`config.mk`:
```
export PLATFORM = sky130hd
export DESIGN_NAME = twiddle_rom_8pt
export DESIGN_NICKNAME = d
export VERILOG_FILES = /design/src/rtl/twiddle_rom_8pt.sv
export SDC_FILE = /design/constraint.sdc
export NUM_CORES = 1
export LEC_CHECK = 0
export BUFFER_PORTS_ARGS = -buffer_cell sky130_fd_sc_hd__buf_2
export CORE_AREA = 2 2 46 48
export CTS_CLUSTER_DIAMETER = 200
export DETAILED_ROUTE_END_ITERATION = 8
export DIE_AREA = 0 0 48 50
export GPL_ROUTABILITY_DRIVEN = 0
export PLACE_DENSITY = 0.77
export SLEW_MARGIN = 25
export SYNTH_ARGS = -nofsm -noshare
export SYNTH_HDL_FRONTEND = slang
export SYNTH_SLANG_ARGS = --single-unit
```
`constraint.sdc`:
```
create_clock -name clk -period 1.15 [get_ports clk]
set_clock_uncertainty 0.05 [all_clocks]
set_input_delay 0.1725 -clock clk [delete_from_list [all_inputs] [get_ports clk]]
set_output_delay 0.1725 -clock clk [all_outputs]
set_load 0.05 [all_outputs]
```
`src/rtl/twiddle_rom_8pt.sv`:
```
// Registered binary32 twiddle-factor table W8^k = e^(-j*2*pi*k/8), k = 0..3.
// Define TWIDDLE_INV_EN to add the inv port, which registers the conjugate W8^-k instead.
module twiddle_rom_8pt (
   input  logic        clk,
   input  logic        rst,
   input  logic [1:0]  addr,
`ifdef TWIDDLE_INV_EN
   input  logic        inv,
`endif
   output logic [31:0] w_real,
   output logic [31:0] w_imag
);

   localparam logic [31:0] FP_ZERO     = 32'h0000_0000;
   localparam logic [31:0] FP_ONE      = 32'h3F80_0000;
   localparam logic [31:0] FP_NEG_ONE  = 32'hBF80_0000;
   localparam logic [31:0] FP_RT_HALF  = 32'h3F35_04F3;
   localparam logic [31:0] FP_NEG_RTH  = 32'hBF35_04F3;

   logic [31:0] fwd_real;
   logic [31:0] fwd_imag;
   logic [31:0] imag_sel;
   logic        conj;

   always_comb begin
      fwd_real = FP_ZERO;
      fwd_imag = FP_ZERO;
      case (addr)
         2'd0: begin fwd_real = FP_ONE;     fwd_imag = FP_ZERO;    end
         2'd1: begin fwd_real = FP_RT_HALF; fwd_imag = FP_NEG_RTH; end
         2'd2: begin fwd_real = FP_ZERO;    fwd_imag = FP_NEG_ONE; end
         default: begin fwd_real = FP_NEG_RTH; fwd_imag = FP_NEG_RTH; end
      endcase
   end

`ifdef TWIDDLE_INV_EN
   assign conj = inv;
`else
   assign conj = 1'b0;
`endif

   // Only the sign bit moves on conjugation; a zero imaginary part must stay +0.0.
   always_comb begin
      imag_sel = fwd_imag;
      if (conj && (fwd_imag[30:0] != 31'd0)) begin
         imag_sel[31] = ~fwd_imag[31];
      end
   end

   always_ff @(posedge clk) begin
      if (rst) begin
         w_real <= FP_ZERO;
         w_imag <= FP_ZERO;
      end else begin
         w_real <= fwd_real;
         w_imag <= imag_sel;
      end
   end

endmodule

```
==> insert_results.sql <==
INSERT INTO impl_metrics (metric_group, metric, value, unit) VALUES
('run_status', 'outcome', 'finished clean', ''),
('synthesis', 'postSynthCellCount', '74', ''),
('run', 'cap_viol_max_count', '0', ''),
('clocking', 'cts_hold_repair.buffers', '0', ''),
('grt', 'grt_antenna_before_repair', '0', ''),
('pwr', 'vdd_drop_max', '0.5214', 'mV'),
('worst_setup_path', 'startpoint_type', 'flop', ''),
('synthesis', 'dominantRegCellSynth', 'sky130_fd_sc_hd__dfxtp_1', ''),
('clocking', 'post-cts-setup-buffers', '0', ''),
('timing', 'report.final.setup_viol', '0', ''),
('worst_setup_path', 'crit_chain', 'buf_4', ''),
('synthesis', 'post_synth_mux_area_share', '0', '%'),
('clocking', 'cts_buffer_depth', '2', ''),
('timing', 'max_clock_freq', '902.0', 'MHz'),
('worst_setup_path', 'max_incr_delay_on_cp', '0.41', 'ns'),
('layout', 'nNetsFinal', '92', ''),
('pwr', 'total_power', '1051', 'uW'),
('detailed_routing', 'drt_first_pass_iters', '3', ''),
('grt', 'global_route_wire_length_before_repair', '848', 'um'),
('synthesis', 'synth.largest_area_cell', 'sky130_fd_sc_hd__buf_4', ''),
('floorplan', 'design.core.area', '1902', 'um^2'),
('min_path', 'hold_path.class', 'input pin to flop', ''),
('min_path', 'worst_hold_end', 'w_imag[23]', ''),
('detailed_routing', 'antenna_violating_nets_post_route', '0', ''),
('synthesis', 'post-synth-top-area-fraction', '68.95', '%'),
('place', 'hpwlAfterDp', '662.7', 'um'),
('synthesis', 'synth_most_common_cell', 'sky130_fd_sc_hd__buf_4', ''),
('synthesis', 'post_synth_xor_area_fraction', '0', '%'),
('layout', 'syn_to_final_growth', '-1.008', '%'),
('min_path', 'holdPathStages', '2', ''),
('detailed_routing', 'dr.first_iter.drc_count', '3', ''),
('clocking', 'cts_bufs_inserted', '3', ''),
('pwr', 'power.density_cell_area', '1711', 'nW/um^2'),
('synthesis', 'synth_adder_area_share', '0', '%'),
('synthesis', 'synth_sequential_area_ratio', '22.58', '%'),
('synthesis', 'synth_compound_area_share', '0.8065', '%'),
('layout', 'count_of_fill_cells_added_during_filler_insertion', '208', ''),
('timing', 'hold_violations', '0', ''),
('timing', 'timing.final.max_slew_violations', '0', ''),
('synthesis', 'edff_count_synth', '0', ''),
('pwr', 'leakagePower', '0.0003742', 'uW'),
('synthesis', 'yosysWarningCount', '0', ''),
('layout', 'post_route_cells_drive_above_1_share', '57.47', '%'),
('timing', 'rsz_0062_raised_after_global_routing', 'yes', ''),
('synthesis', 'synth_simple_gate_area_share', '6.452', '%'),
('grt', 'track_usage', '5.447', '%'),
('grt', 'number_of_global_route_vias_before_repair', '200', ''),
('floorplan', 'std_cell_rows', '16', ''),
('worst_setup_path', 'critPathKind', 'flop to primary output', ''),
('synthesis', 'netlist_area', '620.6', 'um^2'),
('synthesis', 'synth_area_per_cell', '8.386', 'um^2'),
('synthesis', 'netlist-cell-type-count', '9', ''),
('worst_setup_path', 'crit_fanout', '11', ''),
('grt', 'grt_start_max_net_pins', '12', ''),
('synthesis', 'synth-seq-cells', '7', ''),
('worst_setup_path', 'timing.critical_path.slowest_stage_cell', 'sky130_fd_sc_hd__dfxtp_2', ''),
('clocking', 'clkSinkCount', '7', ''),
('clocking', 'clock_tree.root_cell', 'sky130_fd_sc_hd__clkbuf_4', ''),
('detailed_routing', 'vias_per_cell', '3.044', ''),
('floorplan', 'initial_core_util', '32.63', '%'),
('detailed_routing', 'route.detailed.drc', '0', ''),
('grt', 'global_route.overflow_total', '0', ''),
('clocking', 'clkSlewWorstSetupHoldPaths', '0.05', 'ns'),
('floorplan', 'io_pins', '68', ''),
('floorplan', 'die_height', '50', 'um'),
('synthesis', 'largest_family_of_logic_cells_by_synthesized_area', 'buffers and inverters', ''),
('min_path', 'hold_path_startpoint', 'addr[0]', ''),
('detailed_routing', 'route.detailed.wl_per_inst', '7.079', 'um'),
('timing', 'fin_crit_sh', '96.41', '%'),
('layout', 'layout.core_utilization', '32.30', '%'),
('synthesis', 'async_flop_share', '0', '%');
[sequential cells by signal (all words and copies together), names as in the netlist]
register  count
w_real        4
w_imag        3
[through the flow]
step                TNS (ns)  instance area (um^2)  std cells  setup slack, ns  hold slack (ns)
finish                     0                 614.3        114          0.04134           0.1006
global route         -0.1746                 614.3        114         -0.01931           0.1065
CTS                 -0.09808                 561.8        114        -0.006269          0.09259
detailed placement         0                 530.5        110           0.2659           0.3522
global placement           0                 530.5        110           0.2815           0.3398
floorplan                  0                 719.4         99           0.1132           0.1818
[metal layers]
layer | GRT usage (%) | share of wire [%]
met1 | 4.867 | 30
met2 | 7.556 | 49
met3 | 5.861 | 20
met4 | 2.703 | 0
met5 | 0 | 0
[how the worst max path moves through the flow]
stage,depth (start not counted),start,end,slack (ns)
2_1_floorplan,1,w_imag[21],w_imag[10],0.11
3_3_place_gp,1,w_real[21],w_real[10],0.28
3_5_place_dp,1,w_real[21],w_real[5],0.27
4_1_cts,1,w_real[21],w_real[5],-0.006
5_1_grt,1,w_imag[21],w_imag[21],-0.02
6_report,1,w_imag[21],w_imag[21],0.04
[layout by cell type (no fill, tap or decap)]
master	instances
sky130_fd_sc_hd__clkbuf_4	3
sky130_fd_sc_hd__dfxtp_4	1
sky130_fd_sc_hd__a21oi_1	1
sky130_fd_sc_hd__inv_2	1
sky130_fd_sc_hd__nor2_1	4
sky130_fd_sc_hd__nor3b_2	1
sky130_fd_sc_hd__clkbuf_1	1
sky130_fd_sc_hd__buf_2	19
sky130_fd_sc_hd__dfxtp_2	3
sky130_fd_sc_hd__nor3b_1	1
sky130_fd_sc_hd__buf_4	22
sky130_fd_sc_hd__dfxtp_1	3
sky130_fd_sc_hd__nor3_1	1
sky130_fd_sc_hd__conb_1	26
[logic make-up after synthesis]
family,Yosys count
other cells,1
buf+inv,58
compound gates,1
simple gates,7
flops,7
[area by class of cell]
type | count | area (um^2) | share of cell area, %
repair buffers | 41 | 260.3 | 42.36
clock buffers | 4 | 26.28 | 4.277
multi-input cells | 34 | 142.6 | 23.22
well taps | 27 | 33.78 | 5.499
flip-flops and latches | 7 | 147.6 | 24.03
inverters | 1 | 3.754 | 0.6110
[what timing repair did]
item / CTS / global route
pin swaps: 0 / 0
endpoints found under the setup margin: 13 / 22
resized for setup: 2 / 41
[power by group]
group	leakage (uW)	switching (uW)	internal, uW
Sequential	0.0000592	14.9	257
Combinational	0.000300	489	81.6
Clock	0.0000150	77.6	132
Total	0.000374	581	470
Power figures use the tool's default switching activity.
